<file path="src/rtl/root_search_pkg.sv">
// Shared types and sizing helpers for the root_search current-reference search engine.
package root_search_pkg;

  typedef enum logic [2:0] {
    IDLE,
    WAIT_MEAS,
    CALC,
    DIVIDE,
    DONE,
    FAIL
  } state_t;

  localparam logic MODE_BISECT = 1'b0;
  localparam logic MODE_SECANT = 1'b1;

  // Width of a signed difference of two unsigned width-bit values.
  function automatic int diff_width(input int width);
    return width + 1;
  endfunction

  // Width of the signed secant product f1*(x1-x0), sized so it cannot overflow.
  function automatic int prod_width(input int width);
    return 2 * width + 2;
  endfunction

endpackage

</file>
<file path="src/rtl/root_search_if.sv">
// Control/plant bus of root_search: search request, plant measurement handshake and status.
interface root_search_if #(
  parameter int WIDTH = 10
);
  logic             start;
  logic             mode;
  logic [WIDTH-1:0] desired_q;
  logic [WIDTH-1:0] i_ref_setup;
  logic [WIDTH-1:0] measured_q;
  logic             ready;
  logic [WIDTH-1:0] i_ref;
  logic             busy;
  logic             converged;
  logic             failed;
  logic [7:0]       iter_count;

  modport master (
    output start, mode, desired_q, i_ref_setup, measured_q, ready,
    input  i_ref, busy, converged, failed, iter_count
  );

  modport slave (
    input  start, mode, desired_q, i_ref_setup, measured_q, ready,
    output i_ref, busy, converged, failed, iter_count
  );
endinterface

</file>
<file path="src/rtl/root_search_seq_divider.sv">
// Signed restoring divider, two quotient bits per cycle, fixed WIDTH+2 cycle latency,
// quotient truncated toward zero. Denominator must be non-zero.
module seq_divider
  import root_search_pkg::*;
#(
  parameter int WIDTH = 10
) (
  input  logic                      clk,
  input  logic                      rst,
  input  logic                      start,
  input  logic signed [2*WIDTH+1:0] num,
  input  logic signed [WIDTH+1:0]   den,
  output logic signed [2*WIDTH+1:0] quo,
  output logic                      done
);
  localparam int NW    = prod_width(WIDTH);
  localparam int DW    = WIDTH + 2;
  localparam int STEPS = NW / 2;
  localparam int CW    = $clog2(STEPS + 1);

  logic          active;
  logic          neg;
  logic [CW-1:0] cnt;
  logic [NW-1:0] nq, nq_c;
  logic [DW-1:0] rem, rem_c, den_mag;
  logic [DW:0]   trial;

  // NOTE: every variable gets a value before any branch, so no latch is inferred.
  always_comb begin
    rem_c = rem;
    nq_c  = nq;
    trial = '0;
    for (int k = 0; k < 2; k++) begin
      trial = {rem_c, nq_c[NW-1]};
      nq_c  = {nq_c[NW-2:0], 1'b0};
      if (trial >= {1'b0, den_mag}) begin
        trial   = trial - {1'b0, den_mag};
        nq_c[0] = 1'b1;
      end
      rem_c = trial[DW-1:0];
    end
  end

  // NOTE: clocked state uses non-blocking assignments so all registers update together.
  always_ff @(posedge clk or posedge rst) begin
    if (rst) begin
      active  <= 1'b0;
      neg     <= 1'b0;
      cnt     <= '0;
      nq      <= '0;
      rem     <= '0;
      den_mag <= '0;
      quo     <= '0;
      done    <= 1'b0;
    end else begin
      done <= 1'b0;
      if (start) begin
        active  <= 1'b1;
        cnt     <= '0;
        rem     <= '0;
        nq      <= num[NW-1] ? NW'(-num) : NW'(num);
        den_mag <= den[DW-1] ? DW'(-den) : DW'(den);
        neg     <= num[NW-1] ^ den[DW-1];
      end else if (active) begin
        if (cnt == CW'(STEPS)) begin
          quo    <= neg ? -$signed(nq) : $signed(nq);
          done   <= 1'b1;
          active <= 1'b0;
        end else begin
          nq  <= nq_c;
          rem <= rem_c;
          cnt <= cnt + CW'(1);
        end
      end
    end
  end

endmodule

</file>
<file path="src/rtl/root_search.sv">
// Searches the reference current that makes the plant charge reading hit a target,
// by bisection (monotonic plant) or secant iteration.
module root_search
  import root_search_pkg::*;
#(
  parameter int WIDTH    = 10,
  parameter int TOL      = 1,
  parameter int MAX_ITER = 32
) (
  input  logic         clk,
  input  logic         rst,
  root_search_if.slave bus
);
  localparam int FW = diff_width(WIDTH);
  localparam int PW = prod_width(WIDTH);
  localparam int QW = FW + 1;

  state_t               state;
  logic                 mode_r;
  logic                 sec_first;
  logic [WIDTH-1:0]     desired_r, meas_r, lo, hi, x0, x1, i_ref;
  logic signed [FW-1:0] f0, f1;
  logic                 busy, converged, failed;
  logic [7:0]           iter_count;

  logic                 div_start, div_done;
  logic signed [PW-1:0] div_num, div_quo;
  logic signed [QW-1:0] div_den;

  logic signed [FW-1:0] diff, dx;
  logic [FW-1:0]        abs_diff;
  logic                 is_conv, iter_limit, above, bis_stall, sec_flat;
  logic [7:0]           iter_next;
  logic [WIDTH-1:0]     new_lo, new_hi, bis_mid, sec_mid, x2;
  logic [WIDTH:0]       bis_sum, sec_sum;
  logic signed [PW-1:0] prod;
  logic signed [QW-1:0] df;
  logic signed [PW:0]   x2_raw;

  function automatic logic [WIDTH-1:0] sat_ref(input logic signed [PW:0] v);
    if (v[PW]) return '0;
    if (|v[PW-1:WIDTH]) return '1;
    return v[WIDTH-1:0];
  endfunction

  seq_divider #(.WIDTH(WIDTH)) u_div (
    .clk   (clk),
    .rst   (rst),
    .start (div_start),
    .num   (div_num),
    .den   (div_den),
    .quo   (div_quo),
    .done  (div_done)
  );

  always_comb begin
    diff       = $signed({1'b0, meas_r}) - $signed({1'b0, desired_r});
    abs_diff   = diff[FW-1] ? FW'(-diff) : FW'(diff);
    is_conv    = abs_diff <= FW'(TOL);
    iter_next  = iter_count + 8'd1;
    iter_limit = int'(iter_next) >= MAX_ITER;

    // Plant is monotonic increasing: reading above target means the root lies below i_ref.
    above     = meas_r > desired_r;
    new_lo    = above ? lo : i_ref;
    new_hi    = above ? i_ref : hi;
    bis_sum   = {1'b0, new_lo} + {1'b0, new_hi};
    bis_mid   = WIDTH'(bis_sum >> 1);
    bis_stall = (new_hi - new_lo) <= WIDTH'(1);

    dx       = $signed({1'b0, x1}) - $signed({1'b0, x0});
    prod     = $signed({{(PW-FW){diff[FW-1]}}, diff}) * $signed({{(PW-FW){dx[FW-1]}}, dx});
    df       = $signed({diff[FW-1], diff}) - $signed({f0[FW-1], f0});
    sec_flat = diff == f0;
    sec_sum  = {1'b0, x0} + {1'b0, x1};
    sec_mid  = WIDTH'(sec_sum >> 1);
    x2_raw   = $signed({1'b0, {(PW-WIDTH){1'b0}}, x1}) - $signed({div_quo[PW-1], div_quo});
    x2       = (state == DIVIDE) ? sat_ref(x2_raw) : sec_mid;
  end

  always_ff @(posedge clk or posedge rst) begin
    if (rst) begin
      state      <= IDLE;
      mode_r     <= MODE_BISECT;
      sec_first  <= 1'b0;
      desired_r  <= '0;
      meas_r     <= '0;
      lo         <= '0;
      hi         <= '0;
      x0         <= '0;
      x1         <= '0;
      f0         <= '0;
      f1         <= '0;
      i_ref      <= '0;
      busy       <= 1'b0;
      converged  <= 1'b0;
      failed     <= 1'b0;
      iter_count <= '0;
      div_start  <= 1'b0;
      div_num    <= '0;
      div_den    <= '0;
    end else begin
      div_start <= 1'b0;
      case (state)
        IDLE, DONE, FAIL: begin
          if (bus.start) begin
            mode_r     <= bus.mode;
            desired_r  <= bus.desired_q;
            lo         <= '0;
            hi         <= bus.i_ref_setup;
            x0         <= '0;
            x1         <= bus.i_ref_setup;
            f0         <= '0;
            f1         <= '0;
            sec_first  <= 1'b1;
            i_ref      <= (bus.mode == MODE_SECANT) ? '0 : (bus.i_ref_setup >> 1);
            iter_count <= '0;
            converged  <= 1'b0;
            failed     <= 1'b0;
            busy       <= 1'b1;
            state      <= WAIT_MEAS;
          end
        end

        WAIT_MEAS: begin
          if (bus.ready) begin
            meas_r <= bus.measured_q;
            state  <= CALC;
          end
        end

        CALC: begin
          if (is_conv) begin
            state     <= DONE;
            busy      <= 1'b0;
            converged <= 1'b1;
          end else begin
            iter_count <= iter_next;
            if (iter_limit || (mode_r == MODE_BISECT && bis_stall) ||
                (mode_r == MODE_SECANT && !sec_first && sec_flat && x2 == x1)) begin
              state  <= FAIL;
              busy   <= 1'b0;
              failed <= 1'b1;
            end else if (mode_r == MODE_BISECT) begin
              lo    <= new_lo;
              hi    <= new_hi;
              i_ref <= bis_mid;
              state <= WAIT_MEAS;
            end else if (sec_first) begin
              f0        <= diff;
              sec_first <= 1'b0;
              i_ref     <= x1;
              state     <= WAIT_MEAS;
            end else if (sec_flat) begin
              // Flat secant: no slope information, fall back to the midpoint.
              x0    <= x1;
              f0    <= diff;
              f1    <= diff;
              x1    <= x2;
              i_ref <= x2;
              state <= WAIT_MEAS;
            end else begin
              f1        <= diff;
              div_num   <= prod;
              div_den   <= df;
              div_start <= 1'b1;
              state     <= DIVIDE;
            end
          end
        end

        DIVIDE: begin
          if (div_done) begin
            if (x2 == x1) begin
              state  <= FAIL;
              busy   <= 1'b0;
              failed <= 1'b1;
            end else begin
              x0    <= x1;
              f0    <= f1;
              x1    <= x2;
              i_ref <= x2;
              state <= WAIT_MEAS;
            end
          end
        end

        default: state <= IDLE;
      endcase
    end
  end

  assign bus.i_ref      = i_ref;
  assign bus.busy       = busy;
  assign bus.converged  = converged;
  assign bus.failed     = failed;
  assign bus.iter_count = iter_count;

endmodule

</file>
<file path="src/flat_wrapper.sv">
// flat-port wrapper written by rule: the top's interface ports become plain ports
module root_search_flat import root_search_pkg::*;
#(
  parameter int WIDTH    = 10,
  parameter int TOL      = 1,
  parameter int MAX_ITER = 32
)
  (clk, rst, bus_start, bus_mode, bus_desired_q, bus_i_ref_setup, bus_measured_q, bus_ready, bus_i_ref, bus_busy, bus_converged, bus_failed, bus_iter_count);
  root_search_if #(.WIDTH(WIDTH)) bus_i ();
  input  logic clk;
  input  logic rst;
  input wire logic [$bits(bus_i.start)-1:0] bus_start;
  input wire logic [$bits(bus_i.mode)-1:0] bus_mode;
  input wire logic [$bits(bus_i.desired_q)-1:0] bus_desired_q;
  input wire logic [$bits(bus_i.i_ref_setup)-1:0] bus_i_ref_setup;
  input wire logic [$bits(bus_i.measured_q)-1:0] bus_measured_q;
  input wire logic [$bits(bus_i.ready)-1:0] bus_ready;
  output wire logic [$bits(bus_i.i_ref)-1:0] bus_i_ref;
  output wire logic [$bits(bus_i.busy)-1:0] bus_busy;
  output wire logic [$bits(bus_i.converged)-1:0] bus_converged;
  output wire logic [$bits(bus_i.failed)-1:0] bus_failed;
  output wire logic [$bits(bus_i.iter_count)-1:0] bus_iter_count;
  assign bus_i.start = bus_start;
  assign bus_i.mode = bus_mode;
  assign bus_i.desired_q = bus_desired_q;
  assign bus_i.i_ref_setup = bus_i_ref_setup;
  assign bus_i.measured_q = bus_measured_q;
  assign bus_i.ready = bus_ready;
  assign bus_i_ref = bus_i.i_ref;
  assign bus_busy = bus_i.busy;
  assign bus_converged = bus_i.converged;
  assign bus_failed = bus_i.failed;
  assign bus_iter_count = bus_i.iter_count;
  root_search #(.WIDTH(WIDTH), .TOL(TOL), .MAX_ITER(MAX_ITER)) u_core (.clk(clk), .rst(rst), .bus(bus_i));
endmodule
</file>
<file path="config.mk">
export PLATFORM = sky130hd
export DESIGN_NAME = root_search_flat
export DESIGN_NICKNAME = d
export VERILOG_FILES = /design/src/rtl/root_search_pkg.sv /design/src/rtl/root_search_if.sv /design/src/rtl/root_search_seq_divider.sv /design/src/rtl/root_search.sv /design/src/flat_wrapper.sv
export SDC_FILE = /design/constraint.sdc
export NUM_CORES = 1
export LEC_CHECK = 0
export CAP_MARGIN = 20
export CELL_PAD_IN_SITES_DETAIL_PLACEMENT = 0
export CELL_PAD_IN_SITES_GLOBAL_PLACEMENT = 1
export CORE_MARGIN = 8
export CORE_UTILIZATION = 31
export CTS_CLUSTER_SIZE = 14
export DETAILED_ROUTE_END_ITERATION = 8
export PLACE_DENSITY = 0.61
export SYNTH_ARGS = -nofsm -noshare
export SYNTH_HDL_FRONTEND = slang
export SYNTH_SLANG_ARGS = --single-unit
</file>
<file path="constraint.sdc">
create_clock -name clk -period 18 [get_ports clk]
set_input_delay 3.6 -clock clk [delete_from_list [all_inputs] [get_ports clk]]
set_output_delay 3.6 -clock clk [all_outputs]
set_load 0.1 [all_outputs]
</file>
==> summary.md, run 1 <==
| Metric | Value |
|---|---|
| Worst reg2reg path endpoint | u_core.div_num[21] |
| Chip height | 274.4 um |
| Cts repair resizes | 0 |
| Fin nets | 2705 |
| RSZ-0062 raised after global routing | false |
| Final TNS setup | 0 ns |
| WL per Instance | 18.18 um |
| Hold_buf cts | 0 |
| Post-Syn Area | 0.02070 sq mm |
| Detailed placer's ending HPWL | 46000 um |
| Vias post-DR | 16910 |
| Global-route wire length before repair | 95610 um |
| Routability congestion estimate from global placement | 0.8483 |
| CP Class | flop to flop |
| Ys async rst share | 100.0% |
| Sink Count | 218 |
| Post-synthesis cell type count | 96 |
| H-tree Lvls | 1 |
| Final Skew | 0.02240 ns |
| Final worst-path cycle share | 43.94% |
| Die Area | 0.07530 sq mm |
| EDFF count, synth | 0 |
| Residual DRC count | 0 |
| Worst-path maximum fanout | 12 |
| TritonCTS Buffers | 31 |
| Final max-slew violation count | 0 |
| Reg2reg start | u_core.meas_r[0] |
| Final Hold Slack | 0.4934 ns |
| Share of cells above drive strength 1 | 6.774% |
| CP endpoint | u_core.div_num[21] |
| Vias per cell | 5.148 |
| Port Buf Inserts | 55 |
| Core Area | 0.06598 sq mm |
| Tightest Pin Transition | 1.062 ns |
| CTS tree | done |
| Crit path launch | u_core.meas_r[0] |
| Drt pass-1 iters | 7 |
| R2r worst-path depth | 26 |
| Initial Util | 31.37% |
| Detailed Route WL | 59720 um |
| Yosys reg bits | 218 |
| I/O pins | 56 |
| Most common cell after layout, fill and taps aside | inv_1 |
| # rows | 94 |
| Max Cap Violations | 0 |
| # setup viols final | 0 |
| Die Wd | 274.4 um |
| Ys Warns | 0 |
| Hold Startpoint | u_core.desired_r[0] |
| Slew HR | 28.88% |
| Seq/Total Area, Yosys | 26.35% |
| Largest net degree at the start of global routing | 105 |
| Clk buf depth | 3 |
| P&R area growth vs syn | 12.26% |
| Grt ovf | 0 |
| CP endpoint kind | flop |
| Worst Path Required | 18.45 ns |
| Mean area per synthesized cell | 8.705 sq um |
| Cells after synthesis | 2378 |
| Worst path arrival time | 8.36 ns |
| Vias in the first global route | 16940 |
| Final hold violation count | 0 |
| Total global-route track usage | 15.73% |
| Diode count | 0 |
| Initial antenna violation count | 0 |
| Post-route minimum period | 7.909 ns |
| Top_reg_cell synth | dfrtp_1 |
| Setup bufs post-CTS | 0 |
| Worst Setup Start Kind | flop |
| Antenna-violating nets left | 0 |
| Max frequency | 0.1264 GHz |
| CTS root buf | clkbuf_16 |
| Min-Delay Path Class | flop to flop |
| R2R setup slack | 10.09 ns |
| Clock insertion delay at the later pin of the skew report | 0.59 ns |
| Clock-pin transition on the worst setup and hold timing paths | 0.06 ns |
| Mapped Nets | 2686 |
| Leading cell types in the layout, fill and taps excluded | inv_1, nand2_1, dfrtp_1, nor2_1, o21ai_0 |
| Outcome | finished clean |
| Drt initial violations | 1183 |
[flip-flops by register name, summed over array words and instances (netlist names), 11 cells and up]
| signal | cells |
|---|---|
| u_core.div_num | 22 |
| u_core.u_div.nq | 22 |
| u_core.u_div.quo | 22 |
| u_core.div_den | 12 |
| u_core.u_div.den_mag | 12 |
| u_core.u_div.rem | 12 |
| u_core.f0 | 11 |
| u_core.f1 | 11 |
[worst min path at each step]
stage | end | slack, ns | depth (start not counted)
finish | u_core.desired_r[0] | 0.49 | 2
floorplan | u_core.desired_r[0] | 0.45 | 2
global route | u_core.f0[0] | 0.52 | 1
CTS | u_core.lo[9] | 0.50 | 1
global placement | u_core.desired_r[0] | 0.47 | 2
detailed placement | u_core.lo[0] | 0.48 | 1
[worst max-delay path, cell delays in order, from the launching register on]
cell	delay, ns
dfrtp_1	0.36
inv_1	0.06
ha_1	0.17
inv_1	0.06
fa_1	0.47
a21o_1	0.22
a21o_1	0.21
a221oi_1	0.37
o21ai_1	0.35
inv_1	0.42
nand2_1	0.18
inv_1	0.15
fa_1	0.58
fa_1	0.63
fa_1	0.45
fa_1	0.55
inv_1	0.06
fa_1	0.52
inv_1	0.04
ha_1	0.20
or3_1	0.40
or3_1	0.34
o211a_1	0.22
o21a_1	0.17
o21ai_0	0.27
mux2i_1	0.23
o31ai_1	0.08
[area by class of cell]
| class | count | area, sq um |
|---|---|---|
| flip-flops and latches | 218 | 5456 |
| fillers | 6802 | 42740 |
| clock inverters | 16 | 171.4 |
| clock buffers | 41 | 863.3 |
| multi-input cells | 1755 | 13710 |
| well taps | 864 | 1081 |
| inverters | 305 | 1152 |
| repair buffers | 86 | 803.3 |
[cells by family after synthesis]
group                    Yosys count  synth area share (%)
buffers and inverters            405                 7.603
adder cells (fa/ha/maj)          273                 21.11
multiplexers                     112                 5.875
AND/OR/NAND/NOR                  689                 15.69
AO/OA/AOI/OAI                    550                 17.76
flip-flops                       218                 26.35
XOR/XNOR                         131                 5.615
[synthesized netlist by cell type (all sizes together) (14+ instances only)]
cell type	n	area, sq um
inv	303	1137
nand2	257	964.7
dfrtp	218	5455
nor2	173	656.9
o21ai	172	860.8
ha	146	1827
fa	127	2542
a21oi	112	571.8
xnor2	82	733.2
mux2i	76	773.2
clkbuf	75	281.5
xor2	49	429.2
nand3	42	210.2
mux2	36	442.9
nor3	35	207.7
o31ai	33	271.5
a21o	29	217.7
buf	25	147.6
nand2b	25	156.4
and2	23	143.9
or3	22	142.6
a22o	21	183.9
or4	20	157.7
nor2b	18	112.6
nand4	17	106.4
o211ai	16	120.1
o21a	16	120.1
a22oi	15	112.6
and3	15	93.84
o21bai	14	116.4
[metrics by stage]
step	instance area [sq um]	setup WS (ns)	cells	util [%]
2_1_floorplan	20700	8.436	2378	-
3_3_place_gp	22160	10.07	3224	33.58
3_5_place_dp	22160	9.957	3224	33.58
4_1_cts	23190	9.922	3281	35.15
5_1_grt	23240	9.519	3285	35.22
6_report	23240	10.09	3285	35.22
[routing by layer]
metal / up-vias / share of wire [%] / GRT usage (%)
met3: 65 / 4.2 / 1.516
li1: 8162 / - / -
met4: 0 / 2.2 / 4.105
met2: 335 / 46 / 25.30
met5: - / 0 / 0
met1: 8349 / 48 / 22.43
Power of run 1 is not shown: default switching activity piles up to over one toggle a cycle in this logic, so the estimate is an artifact.
==> inputs of run 2 (changes only) <==
Clock period 18 ns to 7.65 ns, I/O delays scaled along.
==> summary.md, run 2 (synthesis results as in run 1) <==
| Metric | Value |
|---|---|
| Outcome | finished clean |
| CP endpoint kind | flop |
| Detailed Route WL | 61040 um (+2.2%) |
| Core Area | 0.06598 sq mm (unchanged) |
| Final Hold Slack | 0.4895 ns (-0.003857 ns) |
| Antenna-violating nets left | 0 (unchanged) |
| Final TNS setup | 0 ns (unchanged) |
| Share of cells above drive strength 1 | 8.235% (+1.5 points) |
| Worst-path maximum fanout | 8 (-4) |
| Port Buf Inserts | 55 (unchanged) |
| Clk buf depth | 3 (unchanged) |
| Post-route minimum period | 7.275 ns (-0.6337 ns) |
| Clock-pin transition on the worst setup and hold timing paths | 0.06 ns (about the same) |
| P&R area growth vs syn | 13.59% |
| # setup viols final | 0 (unchanged) |
| Most common cell after layout, fill and taps aside | inv_1 |
| Leading cell types in the layout, fill and taps excluded | inv_1, nand2_1, dfrtp_1, nor2_1, o21ai_0 |
| Final worst-path cycle share | 95.10% (+51 points) |
| Worst reg2reg path endpoint | u_core.div_num[21] |
| Chip height | 274.4 um (unchanged) |
| I/O pins | 56 (unchanged) |
| Die Area | 0.07530 sq mm (unchanged) |
| Detailed placer's ending HPWL | 47290 um (+2.8%) |
| Sink Count | 218 (unchanged) |
| TritonCTS Buffers | 30 (-3.2%) |
| Initial antenna violation count | 0 (unchanged) |
| Min-Delay Path Class | flop to flop |
| Fin nets | 2737 (+1.2%) |
| Hold Crit Depth | 2 (unchanged) |
| Slew HR | 32.50% (+3.6 points) |
| Reg2reg start | u_core.x1[1] |
| Worst Hold End | u_core.desired_r[0] |
| Vias post-DR | 17020 (+0.62%) |
| Max Cap Violations | 0 (unchanged) |
| Drt initial violations | 1057 (-11%) |
| CTS root buf | clkbuf_16 |
| WL per Instance | 18.38 um (+1.1%) |
| Drt pass-1 iters | 5 (-2) |
| Hold Startpoint | u_core.desired_r[0] |
| # rows | 94 (unchanged) |
| Placed Instances | 3260 (+1.1%) |
| Worst Setup Start Kind | flop |
| Max frequency | 0.1375 GHz (+8.7%) |
| R2R setup slack | 0.37 ns (-9.72 ns) |
| Total global-route track usage | 16.23% (+0.50 points) |
| Vias per cell | 5.125 (-0.44%) |
| Fin cells | 3320 (+1.1%) |
| Residual DRC count | 0 (unchanged) |
| Die Wd | 274.4 um (unchanged) |
| CTS tree | done |
| Global-route wire length before repair | 98690 um (+3.2%) |
| Final hold violation count | 0 (unchanged) |
| Routability congestion estimate from global placement | 0.8523 (+0.47%) |
| Clock insertion delay at the later pin of the skew report | 0.58 ns (about the same) |
| Final max-slew violation count | 0 (unchanged) |
| Largest regs | u_core.div_num x22, u_core.u_div.nq x22, u_core.u_div.quo x22 |
| Largest net degree at the start of global routing | 108 (+2.9%) |
| RSZ-0062 raised after global routing | true |
| Fillers | 6797 (-0.074%) |
| H-tree Lvls | 1 (unchanged) |
| Final Skew | 0.02805 ns (+0.005649 ns) |
| Vias in the first global route | 17360 (+2.5%) |
| Worst Path Required | 8.08 ns (-10.37 ns) |
| Tightest Pin Transition | 1.009 ns (-0.05266 ns) |
| Initial Util | 31.37% (unchanged) |
| R2r worst-path depth | 26 (unchanged) |
| CP Class | flop to flop |
| Grt ovf | 0 (unchanged) |
| Worst path arrival time | 7.71 ns (-0.65 ns) |
## run 2: critical path, stage by stage (launching register included)
cell and delay, ns:
dfrtp_1 0.38, ha_1 0.32, nor2b_1 0.13, o21ai_0 0.21
a21oi_1 0.12, o21ai_0 0.15, nand2b_1 0.13, a21oi_1 0.17
o21bai_1 0.14, a21o_1 0.24, a21oi_4 0.21, xnor2_4 0.16
or2_2 0.32, fa_1 0.49, fa_1 0.53, fa_1 0.52
fa_1 0.52, fa_1 0.54, inv_1 0.04, ha_1 0.19
or3_1 0.42, or3_1 0.34, o211a_1 0.21, o21a_1 0.17
o21ai_1 0.18, mux2i_1 0.21, o31ai_1 0.08
## run 2: stage by stage
step / cell area (sq um) / setup slack [ns] / util [%]
floorplan: 20700 / 0.1556 / -
global placement: 22420 / 0.2516 / 33.98
detailed placement: 22420 / 0.1654 / 33.98
CTS: 23450 / 0.1100 / 35.54
global route: 23510 / -0.02737 / 35.63
finish: 23510 / 0.3750 / 35.64
## run 2: layer usage
layer,GRT usage (%),up-vias,part of all wire (%)
li1,-,8220,-
met1,23.31,8416,48
met2,25.87,311,46
met3,1.751,69,3.9
met4,4.021,0,2.2
met5,0,-,0
## run 2: how the worst max path moves through the flow
| stage | startpoint | end | slack, ns |
|---|---|---|---|
| global route | u_core.x1[1] | u_core.div_num[21] | -0.03 |
| global placement | u_core.x1[1] | u_core.div_num[21] | 0.25 |
| finish | u_core.x1[1] | u_core.div_num[21] | 0.37 |
| CTS | u_core.x1[1] | u_core.div_num[21] | 0.11 |
| detailed placement | u_core.x1[1] | u_core.div_num[21] | 0.17 |
| floorplan | rst | u_core.bus.busy | 0.16 |
## run 2: area by class of cell
class | count | area [sq um] | area share [%]
clock buffer | 41 | 883.3 | 3.757
antenna | 3 | 7.507 | 0.03193
clock inverter | 15 | 141.4 | 0.6013
multi-input combinational | 1755 | 13750 | 58.49
tap | 864 | 1081 | 4.597
inverter | 305 | 1152 | 4.901
timing repair buffer | 119 | 1039 | 4.417
sequential | 218 | 5456 | 23.21
## run 2: repair_timing
| item | CTS | global route |
|---|---|---|
| buffers inserted | 0 | 0 |
| gates resized for setup | 0 | 8 |
| hold buffers | 0 | 0 |
| endpoints found under the setup margin | 0 | 6 |
Power of run 2 is left out for the same reason.
